--- src/rtl/dvi_pkg.sv ---
// dvi_pkg: shared DVI/TMDS widths, control tokens and receiver types.
// Imported by the TMDS receive channel and its decoder.
package dvi_pkg;

  localparam int COLOR_W = 8;
  localparam int TMDS_W  = 10;
  localparam int OFS_W   = 4;

  localparam logic [TMDS_W-1:0] CTRL_TOKEN_00 = 10'h354;
  localparam logic [TMDS_W-1:0] CTRL_TOKEN_01 = 10'h0AB;
  localparam logic [TMDS_W-1:0] CTRL_TOKEN_10 = 10'h154;
  localparam logic [TMDS_W-1:0] CTRL_TOKEN_11 = 10'h2AB;

  localparam logic [OFS_W-1:0] OFS_LAST = 4'd9;

  typedef enum logic {
    SEARCH,
    LOCKED
  } tmds_rx_state_t;

  function automatic logic [OFS_W-1:0] next_offset(
    input logic [OFS_W-1:0] ofs
  );
    return (ofs == OFS_LAST) ? '0 : ofs + OFS_W'(1);
  endfunction

endpackage

--- src/rtl/tmds_decoder.sv ---
// tmds_decoder: combinational TMDS symbol decode to token flags or data.
// Reused by the receive channel and TMDS checkers.
module tmds_decoder
  import dvi_pkg::*;
(
  input  logic [TMDS_W-1:0]  sym_i,
  output logic               is_token_o,
  output logic               c1_o,
  output logic               c0_o,
  output logic [COLOR_W-1:0] d_o
);

  logic [8:0] q;

  always_comb begin
    is_token_o = 1'b1;
    c1_o       = 1'b0;
    c0_o       = 1'b0;
    unique case (1'b1)
      (sym_i == CTRL_TOKEN_00): begin
        c1_o = 1'b0;
        c0_o = 1'b0;
      end
      (sym_i == CTRL_TOKEN_01): begin
        c1_o = 1'b0;
        c0_o = 1'b1;
      end
      (sym_i == CTRL_TOKEN_10): begin
        c1_o = 1'b1;
        c0_o = 1'b0;
      end
      (sym_i == CTRL_TOKEN_11): begin
        c1_o = 1'b1;
        c0_o = 1'b1;
      end
      default: is_token_o = 1'b0;
    endcase
  end

  // bit 9 flags inversion of the low byte; bit 8 picks XOR vs XNOR chain
  always_comb begin
    q = sym_i[9] ? {sym_i[8], ~sym_i[7:0]}
                 : sym_i[8:0];
    d_o    = '0;
    d_o[0] = q[0];
    for (int i = 1; i < COLOR_W; i++) begin
      d_o[i] = q[8] ? (q[i] ^ q[i-1])
                    : ~(q[i] ^ q[i-1]);
    end
  end

endmodule

--- src/rtl/tmds_rx_channel.sv ---
// tmds_rx_channel: word aligner and decoder for one TMDS data channel.
// Define TMDS_RX_RELOCK_CNT_EN to add the relock_cnt_o lock-loss counter.
module tmds_rx_channel
  import dvi_pkg::*;
#(
  parameter int DWELL_CYCLES = 4096,
  parameter int LOCK_CNT     = 8
) (
  input  logic               clk_i,
  input  logic               rst_ni,
  input  logic [TMDS_W-1:0]  raw_i,
  output logic [COLOR_W-1:0] data_o,
  output logic               c0_o,
  output logic               c1_o,
  output logic               de_o,
  output logic               locked_o,
  output logic [OFS_W-1:0]   offset_o
`ifdef TMDS_RX_RELOCK_CNT_EN
  ,
  output logic [7:0]         relock_cnt_o
`endif
);

  localparam int DW_W = $clog2(DWELL_CYCLES);
  localparam int RN_W = $clog2(LOCK_CNT + 1);

  localparam logic [DW_W-1:0] DWELL_MAX =
    DW_W'(DWELL_CYCLES - 1);
  localparam logic [RN_W-1:0] RUN_MAX =
    RN_W'(LOCK_CNT);

  tmds_rx_state_t     state_q, state_d;
  logic [TMDS_W-1:0]  raw_q;
  logic [OFS_W-1:0]   offset_q, offset_d;
  logic [RN_W-1:0]    run_q, run_d;
  logic [DW_W-1:0]    dwell_q, dwell_d;
  logic [COLOR_W-1:0] data_q, data_d;
  logic               c0_q, c0_d;
  logic               c1_q, c1_d;
  logic               de_q, de_d;
  logic               locked_q, locked_d;

  logic [2*TMDS_W-1:0] win;
  logic [TMDS_W-1:0]   sym;
  logic                tok;
  logic                tok_c1;
  logic                tok_c0;
  logic [COLOR_W-1:0]  dec_d;
  logic                hit;
  logic                expire;

  // older word sits in the low half: bit 0 arrived first
  assign win = {raw_i, raw_q};
  assign sym = win[{1'b0, offset_q} +: TMDS_W];

  tmds_decoder u_dec (
    .sym_i      (sym),
    .is_token_o (tok),
    .c1_o       (tok_c1),
    .c0_o       (tok_c0),
    .d_o        (dec_d)
  );

  always_comb begin
    run_d = '0;
    if (tok) begin
      run_d = (run_q == RUN_MAX) ? run_q
                                 : run_q + RN_W'(1);
    end
    hit    = tok && (run_d == RUN_MAX);
    expire = (dwell_q == DWELL_MAX);

    state_d  = state_q;
    offset_d = offset_q;
    dwell_d  = dwell_q + DW_W'(1);

    // lock or refresh beats the dwell timeout in the same cycle
    unique case (state_q)
      SEARCH: begin
        if (hit) begin
          state_d = LOCKED;
          dwell_d = '0;
        end else if (expire) begin
          offset_d = next_offset(offset_q);
          run_d    = '0;
          dwell_d  = '0;
        end
      end
      LOCKED: begin
        if (hit) begin
          dwell_d = '0;
        end else if (expire) begin
          state_d  = SEARCH;
          offset_d = next_offset(offset_q);
          run_d    = '0;
          dwell_d  = '0;
        end
      end
    endcase

    locked_d = (state_d == LOCKED);
    de_d     = locked_d && !tok;
    c0_d     = locked_d && tok && tok_c0;
    c1_d     = locked_d && tok && tok_c1;
    data_d   = de_d ? dec_d : data_q;
  end

  always_ff @(posedge clk_i or negedge rst_ni) begin
    if (!rst_ni) begin
      state_q  <= SEARCH;
      raw_q    <= '0;
      offset_q <= '0;
      run_q    <= '0;
      dwell_q  <= '0;
      data_q   <= '0;
      c0_q     <= 1'b0;
      c1_q     <= 1'b0;
      de_q     <= 1'b0;
      locked_q <= 1'b0;
    end else begin
      state_q  <= state_d;
      raw_q    <= raw_i;
      offset_q <= offset_d;
      run_q    <= run_d;
      dwell_q  <= dwell_d;
      data_q   <= data_d;
      c0_q     <= c0_d;
      c1_q     <= c1_d;
      de_q     <= de_d;
      locked_q <= locked_d;
    end
  end

  assign data_o   = data_q;
  assign c0_o     = c0_q;
  assign c1_o     = c1_q;
  assign de_o     = de_q;
  assign locked_o = locked_q;
  assign offset_o = offset_q;

`ifdef TMDS_RX_RELOCK_CNT_EN
  logic [7:0] relock_q, relock_d;

  always_comb begin
    relock_d = relock_q;
    if (state_q == LOCKED && state_d == SEARCH &&
        relock_q != 8'hFF) begin
      relock_d = relock_q + 8'd1;
    end
  end

  always_ff @(posedge clk_i or negedge rst_ni) begin
    if (!rst_ni) begin
      relock_q <= '0;
    end else begin
      relock_q <= relock_d;
    end
  end

  assign relock_cnt_o = relock_q;
`endif

endmodule

--- config.mk ---
export PLATFORM = sky130hd
export DESIGN_NAME = tmds_rx_channel
export DESIGN_NICKNAME = d
export VERILOG_FILES = /design/src/rtl/dvi_pkg.sv /design/src/rtl/tmds_decoder.sv /design/src/rtl/tmds_rx_channel.sv
export SDC_FILE = /design/constraint.sdc
export NUM_CORES = 1
export LEC_CHECK = 0
export ABC_CLOCK_PERIOD_IN_PS = 2500
export BUFFER_PORTS_ARGS = -buffer_cell sky130_fd_sc_hd__buf_4
export CAP_MARGIN = 20
export CORE_ASPECT_RATIO = 1.75
export CORE_MARGIN = 8
export CORE_UTILIZATION = 53
export DETAILED_ROUTE_END_ITERATION = 8
export PLACE_DENSITY = 0.74
export SLEW_MARGIN = 25
export SYNTH_ARGS = -nofsm -noshare
export SYNTH_HDL_FRONTEND = slang
export SYNTH_SLANG_ARGS = --single-unit
export TNS_END_PERCENT = 100
--- constraint.sdc ---
create_clock -name clk_i -period 2.5 [get_ports clk_i]
set_input_delay 0.25 -clock clk_i [delete_from_list [all_inputs] [get_ports clk_i]]
set_output_delay 0.25 -clock clk_i [all_outputs]
set_load 0.02 [all_outputs]
Word level (Yosys, flattened, before mapping) --
Index checks and enable logic that the tools add are counted.
Storage, ports and cells: bits in registers 42, input bits 12, output and inout bits 16, word-level logic and storage cells 72
Operators by class: add/sub/neg operators 3, equality and inequality tests 8, shift-type cells 1, mux-type cells 24, bitwise logic cells 17, reduce and logical (&&, ||, !) cells 10
Operators with widths (number):
- $mux W4 | 7
- $mux W12 | 2
- $eq A10 B10 Y1 const B | 2
- $shiftx A20 B5 Y10 | 1
- $mux W1 | 13
- $add A12 B1 Y12 const B | 1
- $eq A12 B12 Y1 const B | 1
- $eq A4 B4 Y1 const B | 3
- $eq A10 B8 Y1 const B | 1
- $eq A10 B9 Y1 const B | 1
- $not A1 Y1 | 9
- $add A4 B1 Y4 const B | 2
- $mux W8 | 1
- $not A8 Y8 | 1
- $xor A1 B1 Y1 | 7
- $logic_and A1 B1 Y1 | 5
- $reduce_or A2 Y1 | 2
- $reduce_or A4 Y1 | 1
- $pmux W1 S2 | 1
- $reduce_and A2 Y1 | 1
- $logic_not A1 Y1 | 1

Depth between registers and ports, before layout --
Gate-level depths: netlist (run 1).
word-level depth 11, depth in mapped cells 12, mapped depth without buffers 9

By module --
From an unflattened synthesis (run 1), not the netlist that was laid out.
Second synthesis, totals: cells, all modules 241, area, all modules 2621.3 um^2
By module, submodules not included:
- tmds_rx_channel | instances 1, cells an instance 215, area each 2419.8 um^2, seq. area each 1051.0 um^2
- tmds_decoder | instances 1, cells an instance 26, area each 201.4 um^2, seq. area each 0.0 um^2

Worst setup path before layout (run 1) --
OpenSTA, ideal clock, no wires.
path type register to register, from register offset_q[3], in the netlist offset_o[3], to register data_q[0], in the netlist data_o[0], library setup time 125 ps, arrival time 2771 ps, data required time 2375 ps, slack -396 ps, cell stages (with the launch flop) 13, buffers on the path 4, clock period less this slack 2896 ps, cells stage by stage dfrtp_1 > buf_2 > buf_4 > buf_2 > mux2_2 > nand3_1 > o311ai_0 > o32ai_1 > and4b_1 > nor2_2 > and3_1 > buf_6 > mux2_4
Between the ends: word-level cells in the longest chain between the ends 10, elaborated cells on any way between the ends 17, those cells by class 5 x eq/ne; 1 x shift; 6 x mux; 1 x bitwise; 4 x reduce/logical
RTL lines:
- start, declared | RTL line tmds_rx_channel.sv:34 | logic [OFS_W-1:0] offset_q, offset_d;
- start signal, assigned | RTL line tmds_rx_channel.sv:123 | offset_q <= offset_d;
- $shiftx A20 B5 Y10 (*) | RTL line tmds_rx_channel.sv:54 | assign sym = win[{1'b0, offset_q} +: TMDS_W];
- $eq A10 B10 Y1 (tied with other cells) | RTL line tmds_decoder.sv:32 | (sym_i == CTRL_TOKEN_11): begin
- $reduce_or A4 Y1 (no line) (*)
- $mux W1 (*) | RTL line tmds_decoder.sv:19 | unique case (1'b1)
- $mux W4 | RTL line tmds_rx_channel.sv:66 | if (tok) begin
- $eq A4 B4 Y1 | RTL line tmds_rx_channel.sv:70 | hit = tok && (run_d == RUN_MAX);
- $logic_and A1 B1 Y1 | RTL line tmds_rx_channel.sv:70
- $mux W1 (on tied branches) | RTL line tmds_rx_channel.sv:90, tmds_rx_channel.sv:80
- $pmux W1 S2 | RTL line tmds_rx_channel.sv:78 | unique case (state_q)
- $logic_and A1 B1 Y1 (*) | RTL line tmds_rx_channel.sv:102 | de_d = locked_d && !tok;
- via de_d | RTL line tmds_rx_channel.sv:40 | logic de_q, de_d;
- end signal, assigned | RTL line tmds_rx_channel.sv:126 | data_q <= data_d;
- end, declared | RTL line tmds_rx_channel.sv:37 | logic [COLOR_W-1:0] data_q, data_d;
Mark *: on every way through the listed nets, which the timed path passes. The rest lies on a longest branch. A chain may end at the register's enable or synchronous reset.

Worst setup path after layout (run 1) --
from register offset_q[0], in the netlist offset_o[0], to register offset_q[1], in the netlist offset_o[1]
Between the ends: word-level cells in the longest chain between the ends 9, elaborated cells on any way between the ends 17, those cells by class 1 x add/sub; 6 x eq/ne; 1 x shift; 5 x mux; 1 x bitwise; 3 x reduce/logical
RTL lines (RTL line):
- $shiftx A20 B5 Y10 | tmds_rx_channel.sv:54
- $eq A10 B10 Y1 (tied with other cells) | tmds_decoder.sv:32
- $reduce_or A4 Y1 (no line)
- $mux W1 | tmds_decoder.sv:19
- $mux W4 | tmds_rx_channel.sv:66
- $eq A4 B4 Y1 | tmds_rx_channel.sv:70
- $logic_and A1 B1 Y1 | tmds_rx_channel.sv:70
- $not A1 Y1 (no line)
- $reduce_and A2 Y1 (no line)
Parallel ways exist; a longest one is shown, timed or not. The select of a mux whose other input is x is not followed.

==> flow_summary.rst, run 1 <==
.. list-table::
   :header-rows: 1

   * - Metric
     - Value
   * - Switching part of the total power
     - 26.6%
   * - Final count of hold timing violations
     - 0
   * - Starting Density
     - 54.6%
   * - Post-detailed-route via-to-cell ratio
     - 6.17
   * - Maximum level of the CTS H-tree
     - 2
   * - Dominant synthesized flop cell
     - sky130_fd_sc_hd__dfrtp_1
   * - Std cell rows
     - 34
   * - Number of global-route vias before repair
     - 2,558
   * - Clock network fraction of design power
     - 30.4%
   * - Net count after synthesis
     - 264
   * - Count of final max-slew check failures
     - 0
   * - Area growth from synthesis to layout
     - 38.6%
   * - Largest net degree at the start of global routing
     - 43
   * - Clock buffer count from CTS
     - 5
   * - Max_slew headroom
     - 60.9%
   * - Average cell area after synthesis
     - 10.9 sq um
   * - CP Data Required Time
     - 2.69 ns
   * - Highest-utilization routing layer at the global route stage
     - met2
   * - Final Cycle Share
     - 115%
   * - Worst IR Drop VDD
     - 0.391 mV
   * - Power density over cell area
     - 378 nW/um^2
   * - Drc violations
     - 0
   * - Antenna fix cells
     - 0
   * - Number of enable-type register cells in the synthesized netlist
     - 0
   * - Count of clock tree sinks
     - 42
   * - Number of warnings issued by yosys
     - 0
   * - Number of endpoints failing setup at the final stage
     - 31
   * - Post-route non-filler standard cell count
     - 397
   * - LEAKAGE
     - 0.00165 uW
   * - Switching power
     - 379 uW
   * - Largest clock skew in the final design
     - 0.0115 ns
   * - Count of different cell masters after synthesis
     - 49
   * - Final hold slack
     - 0.0753 ns
   * - Iteration-0 DRC Markers
     - 118
   * - Placed insts
     - 370
   * - Die extent in x
     - 70.1 um
   * - Core Region
     - 4980 sq um
   * - Share of total power in combinational logic
     - 18.7%
   * - Fillers
     - 354
   * - Final setup slack of the worst path
     - -0.379 ns
   * - Number of antenna violations at the first check in global routing
     - 0
   * - Insertion delay of the later-clocked pin in the worst-skew pair
     - 0.30 ns
   * - Category of the critical setup timing path
     - reg -> reg
   * - Post-synth ARST share
     - 100%
   * - Top-level I/O count
     - 28
   * - Signal arrival time at the worst endpoint
     - 3.07 ns
   * - Unrepaired setup endpoints after global routing
     - yes
   * - Most used cells in the layout excluding fill and tap cells
     - sky130_fd_sc_hd__buf_4 (84), sky130_fd_sc_hd__dfrtp_1 (40), sky130_fd_sc_hd__nor2_1 (19), sky130_fd_sc_hd__nand2_1 (16), sky130_fd_sc_hd__mux2i_1 (16)
   * - Die area
     - 7760 sq um
   * - Kind of start point of the critical path
     - flip-flop
   * - Time the final worst path needs with I/O delays and setup
     - 2.88 ns
   * - Met1 layer usage reported by global route
     - 19.5%
   * - Actual slew at the worst max-slew pin
     - 0.581 ns
   * - Share of the yosys chip area belonging to registers
     - 38.7%
   * - Clock tree from TritonCTS
     - yes
   * - Height of the chip
     - 111 um
   * - Final layout net count
     - 357
   * - Maximum achievable frequency
     - 347 MHz
   * - Number of buffers inserted by port buffering
     - 27
   * - Detailed placer's ending HPWL
     - 5.11 mm
   * - Met3 Use GR
     - 3.41%
   * - Global routing usage on met2
     - 34.6%
   * - Highest fanout seen on the critical path
     - 7
   * - Layout cells sized above 1
     - 47.2%
   * - Failing checks
     - negative setup slack
   * - Post-layout util
     - 75.6%
   * - WL per Instance
     - 19.7 um
   * - Global-route wire length before repair
     - 12.1 mm
   * - Most common cell after layout, fill and taps aside
     - sky130_fd_sc_hd__buf_4
   * - Final ANT Viol Nets
     - 0
   * - Reg power frac
     - 50.9%
   * - Maximum buffer depth of the clock tree
     - 2
   * - Total congestion overflow
     - 0
   * - Total of max-cap violations
     - 0
   * - Number of synthesized register bits
     - 42
   * - Status
     - finished with violations
   * - Syn Inst Count
     - 249
   * - Total number of vias
     - 2,449
   * - Synthesized area
     - 2720 sq um
   * - Post-Route WL
     - 7.82 mm
   * - Root Buffer Master
     - sky130_fd_sc_hd__clkbuf_8
   * - Worst hold-check path type
     - in -> reg
   * - Final weighted congestion in routability-driven placement
     - 0.924
   * - Number of optimization iterations in the first detailed-route pass
     - 4
   * - Clock slew at reported path FFs
     - 0.09 ns
   * - Combined global-route utilization of all metal layers
     - 18.8%
   * - Endpoint type of the worst setup path
     - flip-flop
   * - Internal power of the cells
     - 1040 uW
==> worst max-delay path, cell delays in order, from the launching register on <==
cell	delay [ns]
sky130_fd_sc_hd__dfrtp_4	0.54
sky130_fd_sc_hd__buf_6	0.16
sky130_fd_sc_hd__buf_4	0.13
sky130_fd_sc_hd__buf_4	0.13
sky130_fd_sc_hd__mux2i_1	0.13
sky130_fd_sc_hd__nor4_1	0.45
sky130_fd_sc_hd__a21oi_1	0.15
sky130_fd_sc_hd__o22ai_1	0.17
sky130_fd_sc_hd__and4b_2	0.30
sky130_fd_sc_hd__buf_6	0.13
sky130_fd_sc_hd__o21ai_4	0.06
sky130_fd_sc_hd__nand3_2	0.09
sky130_fd_sc_hd__mux2_2	0.33
==> synthesized netlist by cell type, drive strengths merged (2+ instances only) <==
library cell	number	area [sq um]
dfrtp	42	1050
nor2	25	96.4
nand2	19	71.3
mux2i	17	170
mux2	16	210
xor2	14	123
mux4	12	289
xnor2	11	96.3
buf	9	66.3
o21ai	9	48.8
and3	7	43.8
nand3	7	35.0
nand4	6	37.5
nor2b	5	31.3
a21oi	4	20.0
clkbuf	4	15.0
inv	4	15.0
a211oi	3	22.5
and2	3	18.8
ha	3	37.5
nand2b	3	18.8
a22oi	2	15.0
nand3b	2	15.0
nor3	2	15.0
o22ai	2	12.5
o32ai	2	17.5
or3	2	12.5
==> area by class of cell <==
cell class                 count  area, sq um  area share, %
clock buffer                   6         72.6           1.93
clock inverter                 2         13.8          0.366
inverter                       5         18.8          0.499
multi-input combinational    190         1740           46.2
sequential                    42         1060           28.1
tap                           54         67.6           1.80
timing repair buffer          98          796           21.1
==> flip-flops by register name, indices dropped and copies added, names as in the netlist <==
name / count
run_q: 4
dwell_q: 12
c1_o: 1
locked_o: 1
data_o: 8
c0_o: 1
raw_q: 10
offset_o: 4
de_o: 1
==> what timing repair did <==
item / in CTS / in global routing
cloned: 1 / 0
gates resized for setup: 35 / 18
setup endpoints to repair: 30 / 31
endpoints found under the hold margin: 42 / 0
pin swaps: 8 / 14
hold buffers: 1 / 0
buffers inserted: 14 / 3
==> through the flow <==
stage,TNS (ns),total power [uW],worst slack [ns],area (sq um)
after global routing,-12.53,1480,-0.508,3760
after detailed placement,-10.31,983,-0.492,3320
after floorplan,-3.53,859,-0.298,2730
after CTS,-6.02,1420,-0.315,3660
after global placement,-8.62,976,-0.401,3320
final,-8.65,1420,-0.379,3760
==> kinds of logic (layout without fill, tap and decap cells) <==
group / after synthesis / after routing / synth area share, %
muxes: 45 / 45 / 24.6
buffers and inverters: 18 / 111 / 3.68
and+or+nand+nor: 88 / 89 / 16.6
DFF: 42 / 42 / 38.7
AOI/OAI and AO/OA: 28 / 28 / 6.96
adders and majority gates: 3 / 3 / 1.38
xor gates and xnor gates: 25 / 25 / 8.06
==> layer usage <==
layer  wire (um)  up-vias
met3         330       40
met2        4290       90
li1            -     1094
met5           0        -
met4         442        0
met1        2760     1225
==> power by group through the flow <==
stage / sequential, uW / clock, uW / combinational [uW]
after CTS: 724 / 441 / 256
after floorplan: 757 / 0 / 102
after global placement: 737 / 0 / 239
after global routing: 727 / 469 / 286
after detailed placement: 738 / 0 / 245
final: 724 / 433 / 266
==> path summary, 6_finish.rpt <==
check                           slack, ns  depth (start not counted)               startpoint                       to
min in group asynchronous            0.46                          2                   rst_ni     dwell_q[9]$_DFF_PN0_
worst max-delay path                -0.38                         12  offset_o[0]$_DFFE_PN0P_  offset_o[1]$_DFFE_PN0P_
max in group asynchronous            1.64                          2                   rst_ni  offset_o[0]$_DFFE_PN0P_
worst min-delay path                 0.08                          1                 raw_i[9]       raw_q[9]$_DFF_PN0_
worst max register to register      -0.38                         12  offset_o[0]$_DFFE_PN0P_  offset_o[1]$_DFFE_PN0P_
worst min register to register       0.48                          1     dwell_q[0]$_DFF_PN0_     dwell_q[0]$_DFF_PN0_
Note: power is estimated with default switching activity, not from simulation.
==> inputs of run 2 (changes only) <==
--- a/config.mk
+++ b/config.mk
@@ -6,13 +6,14 @@
 export NUM_CORES = 1
 export LEC_CHECK = 0
 export ABC_CLOCK_PERIOD_IN_PS = 2500
-export BUFFER_PORTS_ARGS = -buffer_cell sky130_fd_sc_hd__buf_4
+export BUFFER_PORTS_ARGS = -buffer_cell sky130_fd_sc_hd__buf_2
 export CAP_MARGIN = 20
 export CORE_ASPECT_RATIO = 1.75
 export CORE_MARGIN = 8
 export CORE_UTILIZATION = 53
 export DETAILED_ROUTE_END_ITERATION = 8
 export PLACE_DENSITY = 0.74
+export RECOVER_POWER = 50
 export SLEW_MARGIN = 25
 export SYNTH_ARGS = -nofsm -noshare
 export SYNTH_HDL_FRONTEND = slang
==> flow_summary.rst, run 2 (synthesis gave the netlist of run 1 again) <==
.. list-table::
   :header-rows: 1

   * - Metric
     - Value
   * - Unrepaired setup endpoints after global routing
     - yes
   * - Endpoint of the most critical setup path
     - data_o[4]$_DFFE_PN0P_
   * - Die extent in x
     - 70.1 um (unchanged)
   * - Post-Route WL
     - 7.11 mm (-9.1%)
   * - Final hold slack
     - 0.0908 ns (+0.0156 ns)
   * - Placed insts
     - 373 (+0.81%)
   * - Count of clock tree sinks
     - 42 (unchanged)
   * - Final weighted congestion in routability-driven placement
     - 0.997 (+8.0%)
   * - Final ANT Viol Nets
     - 0 (unchanged)
   * - Antenna fix cells
     - 0 (unchanged)
   * - LEAKAGE
     - 0.00155 uW (-5.9%)
   * - Combined global-route utilization of all metal layers
     - 18.2% (-0.60 points)
   * - Number of flip-flops in the largest register
     - 12 (unchanged)
   * - Area of placed instances
     - 3280 sq um (-1.4%)
   * - Largest net degree at the start of global routing
     - 43 (unchanged)
   * - Insertion delay of the later-clocked pin in the worst-skew pair
     - 0.31 ns (about the same)
   * - Power density over cell area
     - 397 nW/um^2 (+4.9%)
   * - Met2 layer wire length in the routed design
     - 3.90 mm (-9.1%)
   * - Clock slew at reported path FFs
     - 0.08 ns (about the same)
   * - Category of the critical setup timing path
     - reg -> reg
   * - Hold buffer count at CTS
     - 0 (-1)
   * - Maximum level of the CTS H-tree
     - 2 (unchanged)
   * - Maximum achievable frequency
     - 353 MHz (+1.7%)
   * - Root Buffer Master
     - sky130_fd_sc_hd__clkbuf_8
   * - WL per Instance
     - 18.2 um (-7.4%)
   * - Layout Cell Area excl Fill
     - 3550 sq um (-5.8%)
   * - Clock tree from TritonCTS
     - yes
   * - Final count of hold timing violations
     - 0 (unchanged)
   * - CP Data Required Time
     - 2.68 ns (about the same)
   * - Actual slew at the worst max-slew pin
     - 2.16 ns (+1.58 ns)
   * - Worst hold-check path type
     - in -> reg
   * - Number of buffers inserted by port buffering
     - 27 (unchanged)
   * - Post-detailed-route via-to-cell ratio
     - 6.00 (-2.8%)
   * - Number of global-route vias before repair
     - 2,545 (-0.51%)
   * - Count of final max-slew check failures
     - 43 (+43)
   * - Worst-case reg-to-reg path depth
     - 10 (-2)
   * - Max_slew headroom
     - -44.2% (-110 points)
   * - Post-route non-filler standard cell count
     - 390 (-1.8%)
   * - Drc violations
     - 0 (unchanged)
   * - Area growth from synthesis to layout
     - 30.6%
   * - Highest fanout seen on the critical path
     - 5 (-2)
   * - Met3 wire length
     - 360 um (+9.1%)
   * - Terminus of the critical flop-to-flop path
     - data_o[4]$_DFFE_PN0P_
   * - Number of endpoints failing setup at the final stage
     - 30 (-3.2%)
   * - Maximum buffer depth of the clock tree
     - 2 (unchanged)
   * - Number of optimization iterations in the first detailed-route pass
     - 4 (unchanged)
   * - Iteration-0 DRC Markers
     - 100 (-15%)
   * - Final Cycle Share
     - 113% (-2.0 points)
   * - Std cell rows
     - 34 (unchanged)
   * - Setup WS pre-CTS
     - -0.497 ns (-0.00508 ns)
   * - Total number of vias
     - 2,339 (-4.5%)
   * - Worst IR Drop VDD
     - 0.388 mV (-0.62%)
   * - Reg-to-reg startpoint
     - offset_o[0]$_DFFE_PN0P_
   * - Core Region
     - 4980 sq um (unchanged)
   * - Most common cell after layout, fill and taps aside
     - sky130_fd_sc_hd__buf_4
   * - Most used cells in the layout excluding fill and tap cells
     - sky130_fd_sc_hd__buf_4 (56), sky130_fd_sc_hd__dfrtp_1 (40), sky130_fd_sc_hd__nor2_1 (22)
   * - Height of the chip
     - 111 um (unchanged)
   * - Largest clock skew in the final design
     - 0.0118 ns (+0.000288 ns)
   * - Layout cells sized above 1
     - 40.8% (-6.5 points)
   * - Register-to-register setup slack
     - -0.33 ns (+0.05 ns)
   * - Wire length on met1
     - 2.49 mm (-10%)
   * - Register with the most flip-flops
     - dwell_q
   * - Status
     - finished with violations
   * - Fillers
     - 392 (+11%)
   * - Top-level I/O count
     - 28 (unchanged)
   * - Signal arrival time at the worst endpoint
     - 3.01 ns (-0.06 ns)
   * - Final layout net count
     - 350 (-2.0%)
   * - Total congestion overflow
     - 0 (unchanged)
   * - Time the final worst path needs with I/O delays and setup
     - 2.83 ns (-0.0492 ns)
   * - Final setup slack of the worst path
     - -0.330 ns (+0.0492 ns)
   * - Critical path origin
     - offset_o[0]$_DFFE_PN0P_
   * - Starting Density
     - 54.6% (unchanged)
   * - Failing checks
     - max-capacitance violations, max-slew violations, negative setup slack
   * - Die area
     - 7760 sq um (unchanged)
   * - Endpoint type of the worst setup path
     - flip-flop
   * - Global-route wire length before repair
     - 11.6 mm (-3.5%)
   * - Number of antenna violations at the first check in global routing
     - 0 (unchanged)
   * - Detailed placer's ending HPWL
     - 5.07 mm (-0.73%)
   * - Total of max-cap violations
     - 1 (+1)
   * - Highest layer used for signal routing
     - met4
   * - Kind of start point of the critical path
     - flip-flop
   * - Clock buffer count from CTS
     - 5 (unchanged)
[run 2: layer usage]
metal  up-vias  global-route usage (%)
met5         -                       0
met4         0                    12.1
met3        35                    4.21
met2        85                    32.6
met1      1137                    17.6
li1       1082                       -
[run 2: power by group]
| group | switching, uW | internal (uW) | total, uW | leakage [uW] |
|---|---|---|---|---|
| combinational | 119 | 118 | 237 | 0.00101 |
| clock | 247 | 199 | 447 | 0.0000408 |
| sequential | 17.8 | 706 | 724 | 0.000501 |
[run 2: timing repair]
action | CTS | global route
setup endpoints to repair | 30 | 31
cloned | 1 | 0
pin swaps | 7 | 3
setup buffers | 8 | 0
gates resized for setup | 24 | 10
[run 2: worst min path at each step]
| stage | from | to | slack [ns] | depth (start not counted) |
|---|---|---|---|---|
| final | raw_i[9] | raw_q[9]$_DFF_PN0_ | 0.09 | 1 |
| after global routing | raw_i[9] | raw_q[9]$_DFF_PN0_ | 0.1 | 1 |
| after CTS | raw_i[9] | raw_q[9]$_DFF_PN0_ | 0.07 | 1 |
| after detailed placement | raw_i[9] | raw_q[9]$_DFF_PN0_ | 0.39 | 1 |
| after global placement | raw_i[9] | raw_q[9]$_DFF_PN0_ | 0.38 | 1 |
| after floorplan | rst_ni | c0_o$_DFF_PN0_ | -0.05 | 0 |
[run 2: cell type report]
class / count / area (sq um) / share of cell area (%)
Multi-Input combinational cell: 190 / 1680 / 47.3
Tap cell: 54 / 67.6 / 1.90
Sequential cell: 42 / 1060 / 29.8
Clock inverter: 3 / 23.8 / 0.670
Inverter: 5 / 18.8 / 0.529
Timing Repair Buffer: 91 / 634 / 17.9
Clock buffer: 5 / 68.8 / 1.94
[run 2: critical path, stage by stage, from the launching register on]
cell and delay, ns:
sky130_fd_sc_hd__dfrtp_4 0.44, sky130_fd_sc_hd__buf_6 0.13, sky130_fd_sc_hd__mux4_1 0.55, sky130_fd_sc_hd__mux2i_1 0.27, sky130_fd_sc_hd__o21ai_2 0.10, sky130_fd_sc_hd__or3_4 0.40, sky130_fd_sc_hd__nor3_4 0.14, sky130_fd_sc_hd__buf_4 0.14
sky130_fd_sc_hd__nor2_4 0.04, sky130_fd_sc_hd__and3_4 0.20, sky130_fd_sc_hd__mux2_4 0.30
[run 2: through the flow]
| step | total power (uW) | setup TNS, ns | utilization [%] |
|---|---|---|---|
| 3_3_place_gp | 962 | -8.74 | 65.9 |
| 3_5_place_dp | 970 | -9.78 | 65.9 |
| 4_1_cts | 1420 | -5.93 | 70.6 |
| 5_1_grt | 1460 | -11.72 | 71.3 |
| 6_report | 1410 | -7.32 | 71.3 |
| 2_1_floorplan | 859 | -3.53 | - |
==> inputs of run 3 (changes only) <==
--- a/config.mk
+++ b/config.mk
@@ -17,5 +17,6 @@
 export SLEW_MARGIN = 25
 export SYNTH_ARGS = -nofsm -noshare
 export SYNTH_HDL_FRONTEND = slang
+export SYNTH_HIERARCHICAL = 1
 export SYNTH_SLANG_ARGS = --single-unit
 export TNS_END_PERCENT = 100
==> flow_summary.rst, run 3 <==
.. list-table::
   :header-rows: 1

   * - Metric
     - Value
   * - Largest net degree at the start of global routing
     - 43 (unchanged)
   * - Sum Neg Setup Slack
     - -14.00 ns (-6.67 ns)
   * - Placed insts
     - 353 (-5.4%)
   * - Count of different cell masters after synthesis
     - 46 (-6.1%)
   * - Worst IR Drop VDD
     - 0.357 mV (-8.1%)
   * - Post-detailed-route via-to-cell ratio
     - 5.86 (-2.3%)
   * - Number of flip-flops in the largest register
     - 12 (unchanged)
   * - Crit path buffers/inverters
     - 4 (+2)
   * - Final setup slack of the worst path
     - -0.507 ns (-0.178 ns)
   * - Dominant synthesized flop cell
     - sky130_fd_sc_hd__dfrtp_1
   * - Net count after synthesis
     - 256 (-3.0%)
   * - Time the final worst path needs with I/O delays and setup
     - 3.01 ns (+0.178 ns)
   * - Number of synthesized register bits
     - 42 (unchanged)
   * - Height of the chip
     - 109 um (-1.5%)
   * - Status
     - finished with violations
   * - Final ANT Viol Nets
     - 0 (unchanged)
   * - Number of optimization iterations in the first detailed-route pass
     - 4 (unchanged)
   * - Total congestion overflow
     - 0 (unchanged)
   * - List of most frequent post-synthesis cells
     - sky130_fd_sc_hd__dfrtp_1 (42), sky130_fd_sc_hd__nor2_1 (28), sky130_fd_sc_hd__xor2_1 (14), sky130_fd_sc_hd__nand2_1 (13), sky130_fd_sc_hd__xnor2_1 (12)
   * - Drc violations
     - 0 (unchanged)
   * - Final weighted congestion in routability-driven placement
     - 0.936 (-6.2%)
   * - Count of clock tree sinks
     - 42 (unchanged)
   * - Fillers
     - 350 (-11%)
   * - Signal arrival time at the worst endpoint
     - 3.23 ns (+0.22 ns)
   * - Number of enable-type register cells in the synthesized netlist
     - 0 (unchanged)
   * - Actual slew at the worst max-slew pin
     - 1.05 ns (-1.12 ns)
   * - Cell types occupying the most area after synthesis
     - sky130_fd_sc_hd__dfrtp_1 (40%), sky130_fd_sc_hd__mux4_2 (9.5%), sky130_fd_sc_hd__xor2_1 (4.7%), sky130_fd_sc_hd__mux2_4 (4.6%), sky130_fd_sc_hd__nor2_1 (4.0%)
   * - Top cell family by delay on the critical path
     - multiplexers
   * - Number of warnings issued by yosys
     - 6 (+6)
   * - Met3 Use GR
     - 3.01% (-1.2 points)
   * - Failing checks
     - negative setup slack
   * - Final layout net count
     - 337 (-3.7%)
   * - Register with the most flip-flops
     - dwell_q
   * - Detailed placer's ending HPWL
     - 4.85 mm (-4.4%)
   * - Final Cycle Share
     - 120% (+7.1 points)
   * - Number of buffers inserted by port buffering
     - 27 (unchanged)
   * - CP Cell Sequence
     - buf_12 > buf_4 > mux2i_2 > a21oi_2 > mux4_2 > buf_6 > nor3b_4 > a32o_2 > nor2b_4 > o311a_1 > buf_6 > nor2_2 > xnor2_1
   * - Top-level I/O count
     - 28 (unchanged)
   * - Clock slew at reported path FFs
     - 0.08 ns (about the same)
   * - WL per Instance
     - 18.1 um (-0.73%)
   * - Maximum level of the CTS H-tree
     - 2 (unchanged)
   * - Met1 layer usage reported by global route
     - 15.0% (-2.7 points)
   * - Number of antenna violations at the first check in global routing
     - 0 (unchanged)
   * - Clock buffer count from CTS
     - 5 (unchanged)
   * - Iteration-0 DRC Markers
     - 103 (+3.0%)
   * - Post-Route WL
     - 6.83 mm (-4.0%)
   * - Synthesized area
     - 2620 sq um (-3.5%)
   * - Number of global-route vias before repair
     - 2,445 (-3.9%)
   * - Delay of the slowest critical-path stage
     - 0.51 ns (-0.04 ns)
   * - Post-route non-filler standard cell count
     - 377 (-3.3%)
   * - CP Data Required Time
     - 2.72 ns (+0.04 ns)
   * - Insertion delay of the later-clocked pin in the worst-skew pair
     - 0.30 ns (about the same)
   * - Total number of vias
     - 2,209 (-5.6%)
   * - Cell at the slowest stage of the critical path
     - sky130_fd_sc_hd__mux4_2
   * - Share of the yosys chip area belonging to registers
     - 40.1% (+1.4 points)
   * - Area growth from synthesis to layout
     - 34.5%
   * - Final count of hold timing violations
     - 0 (unchanged)
   * - Total of max-cap violations
     - 0 (-1)
   * - Root Buffer Master
     - sky130_fd_sc_hd__clkbuf_8
   * - Most prevalent standard cell on the critical path
     - sky130_fd_sc_hd__buf_6
   * - Maximum buffer depth of the clock tree
     - 2 (unchanged)
   * - Highest fanout seen on the critical path
     - 6 (+1)
   * - Most common cell after layout, fill and taps aside
     - sky130_fd_sc_hd__buf_4
   * - Starting Density
     - 54.1% (-0.52 points)
   * - Worst hold-check path type
     - in -> reg
   * - Global routing usage on met2
     - 36.6% (+4.0 points)
   * - LEAKAGE
     - 0.00161 uW (+3.5%)
   * - Average cell area after synthesis
     - 10.9 sq um (-0.30%)
   * - Syn Inst Count
     - 241 (-3.2%)
   * - Die extent in x
     - 69.2 um (-1.4%)
   * - Die area
     - 7540 sq um (-2.9%)
   * - Combined global-route utilization of all metal layers
     - 18.0% (-0.20 points)
   * - Final hold slack
     - 0.122 ns (+0.0311 ns)
   * - Endpoint type of the worst setup path
     - flip-flop
   * - Antenna fix cells
     - 0 (unchanged)
   * - Clock tree from TritonCTS
     - yes
   * - Area occupied by multi-input gates
     - 1650 sq um (-1.4%)
   * - Core Region
     - 4850 sq um (-2.6%)
   * - Number of endpoints failing setup at the final stage
     - 32 (+6.7%)
   * - Setup WS pre-CTS
     - -0.646 ns (-0.149 ns)
   * - Post-synth ARST share
     - 100% (unchanged)
   * - Layout cells sized above 1
     - 48.3% (+7.5 points)
   * - Most used cells in the layout excluding fill and tap cells
     - sky130_fd_sc_hd__buf_4 (45), sky130_fd_sc_hd__dfrtp_1 (40), sky130_fd_sc_hd__buf_2 (22), sky130_fd_sc_hd__nor2_1 (14), sky130_fd_sc_hd__xor2_1 (14)
   * - Leading cell type by number of instances after synthesis
     - sky130_fd_sc_hd__dfrtp_1
   * - Synth top area share
     - 40.1% (+1.4 points)
   * - Highest-utilization routing layer at the global route stage
     - met2
   * - Cell type with the largest total area after synthesis
     - sky130_fd_sc_hd__dfrtp_1
   * - Largest clock skew in the final design
     - 0.00503 ns (-0.00675 ns)
   * - Max_slew headroom
     - 30.3% (+74 points)
   * - Power density over cell area
     - 369 nW/um^2 (-6.9%)
   * - Maximum achievable frequency
     - 333 MHz (-5.9%)
   * - Unrepaired setup endpoints after global routing
     - yes
   * - Count of final max-slew check failures
     - 0 (-100%)
   * - Global-route wire length before repair
     - 11.0 mm (-5.5%)
   * - Category of the critical setup timing path
     - reg -> reg
   * - Kind of start point of the critical path
     - flip-flop
   * - Sequential cell area
     - 1050 sq um (-0.24%)
   * - Std cell rows
     - 34 (unchanged)
==> run 3: cell count changes in the layout (fill, tap and decap cells not counted), moves of 4 or more <==
cell and delta:
sky130_fd_sc_hd__nand2_1 -5, sky130_fd_sc_hd__buf_2 +5, sky130_fd_sc_hd__mux4_1 -4, sky130_fd_sc_hd__mux2i_2 +4
sky130_fd_sc_hd__buf_4 -11, sky130_fd_sc_hd__o21ai_0 -4, sky130_fd_sc_hd__nor2_1 -8, sky130_fd_sc_hd__mux2i_1 -12
sky130_fd_sc_hd__nor2_2 +12, sky130_fd_sc_hd__mux2_2 -5
==> run 3: kinds of logic (layout without fill, tap and decap cells) <==
group,after synthesis,in the layout,share of synthesized area [%]
AND/OR/NAND/NOR,79,81,15.9
flip-flops,42,42,40.1
multiplexers,35,35,20.4
AO/OA/AOI/OAI,33,33,8.83
XOR/XNOR,26,26,8.69
buffers and inverters,23,103,4.58
adder cells (fa/ha/maj),3,3,1.43
==> run 3: cell type report <==
cell class                      instances  area share (%)
Tap cell                               54            1.92
Sequential cell                        42            29.9
Multi-Input combinational cell        178            46.9
Clock buffer                            5            1.95
Timing Repair Buffer                   88            17.9
Clock inverter                          3           0.674
Inverter                                7           0.745
==> run 3: layer usage <==
layer / vias to the layer above / part of all wire [%] / routed length (um)
met5: - / 0 / 0
met4: 0 / 5.5 / 377
met3: 33 / 3.0 / 205
met2: 57 / 59 / 4030
met1: 1097 / 32 / 2210
li1: 1022 / - / -
==> run 3: path summary, 6_finish.rpt <==
| path | slack [ns] | cells after the start | end | startpoint |
|---|---|---|---|---|
| setup / recovery | -0.51 | 13 | offset_o[0]$_DFFE_PN0P_ | offset_o[1]$_DFFE_PN0P_ |
| setup reg to reg | -0.51 | 13 | offset_o[0]$_DFFE_PN0P_ | offset_o[1]$_DFFE_PN0P_ |
| hold reg to reg | 0.52 | 1 | data_o[3]$_DFFE_PN0P_ | data_o[3]$_DFFE_PN0P_ |
| hold / removal | 0.12 | 1 | raw_q[6]$_DFF_PN0_ | raw_i[6] |
| min in group asynchronous | 0.66 | 2 | raw_q[8]$_DFF_PN0_ | rst_ni |
| max in group asynchronous | 1.13 | 2 | offset_o[1]$_DFFE_PN0P_ | rst_ni |
==> run 3: metrics by stage <==
stage / cell area, sq um / utilization (%) / total power, uW
3_3_place_gp: 3120 / 64.3 / 845
4_1_cts: 3380 / 69.6 / 1310
3_5_place_dp: 3120 / 64.3 / 849
5_1_grt: 3520 / 72.7 / 1360
6_report: 3520 / 72.7 / 1300
2_1_floorplan: 2700 / - / 779
==> run 3: timing repair <==
action | CTS | global route
hold buffers | 0 | 1
gates cloned | 2 | 0
resized for setup | 18 | 37
hold endpoints to repair | 0 | 42
buffers inserted | 9 | 4
pin swaps | 6 | 19
setup endpoints to repair | 31 | 32
==> run 3: power breakdown <==
part	switching [uW]	leakage (uW)	internal, uW
Combinational	73.9	0.00105	79.6
Clock	254	0.0000408	200
Sequential	8.39	0.000521	687
Total	336	0.00161	966
==> run 3: worst reg2reg max path: stages (launching register included) <==
cell,delay (ns)
sky130_fd_sc_hd__dfrtp_2,0.45
sky130_fd_sc_hd__buf_12,0.15
sky130_fd_sc_hd__buf_4,0.16
sky130_fd_sc_hd__mux2i_2,0.23
sky130_fd_sc_hd__a21oi_2,0.12
sky130_fd_sc_hd__mux4_2,0.51
sky130_fd_sc_hd__buf_6,0.14
sky130_fd_sc_hd__nor3b_4,0.19
sky130_fd_sc_hd__a32o_2,0.22
sky130_fd_sc_hd__nor2b_4,0.14
sky130_fd_sc_hd__o311a_1,0.22
sky130_fd_sc_hd__buf_6,0.16
sky130_fd_sc_hd__nor2_2,0.06
sky130_fd_sc_hd__xnor2_1,0.18
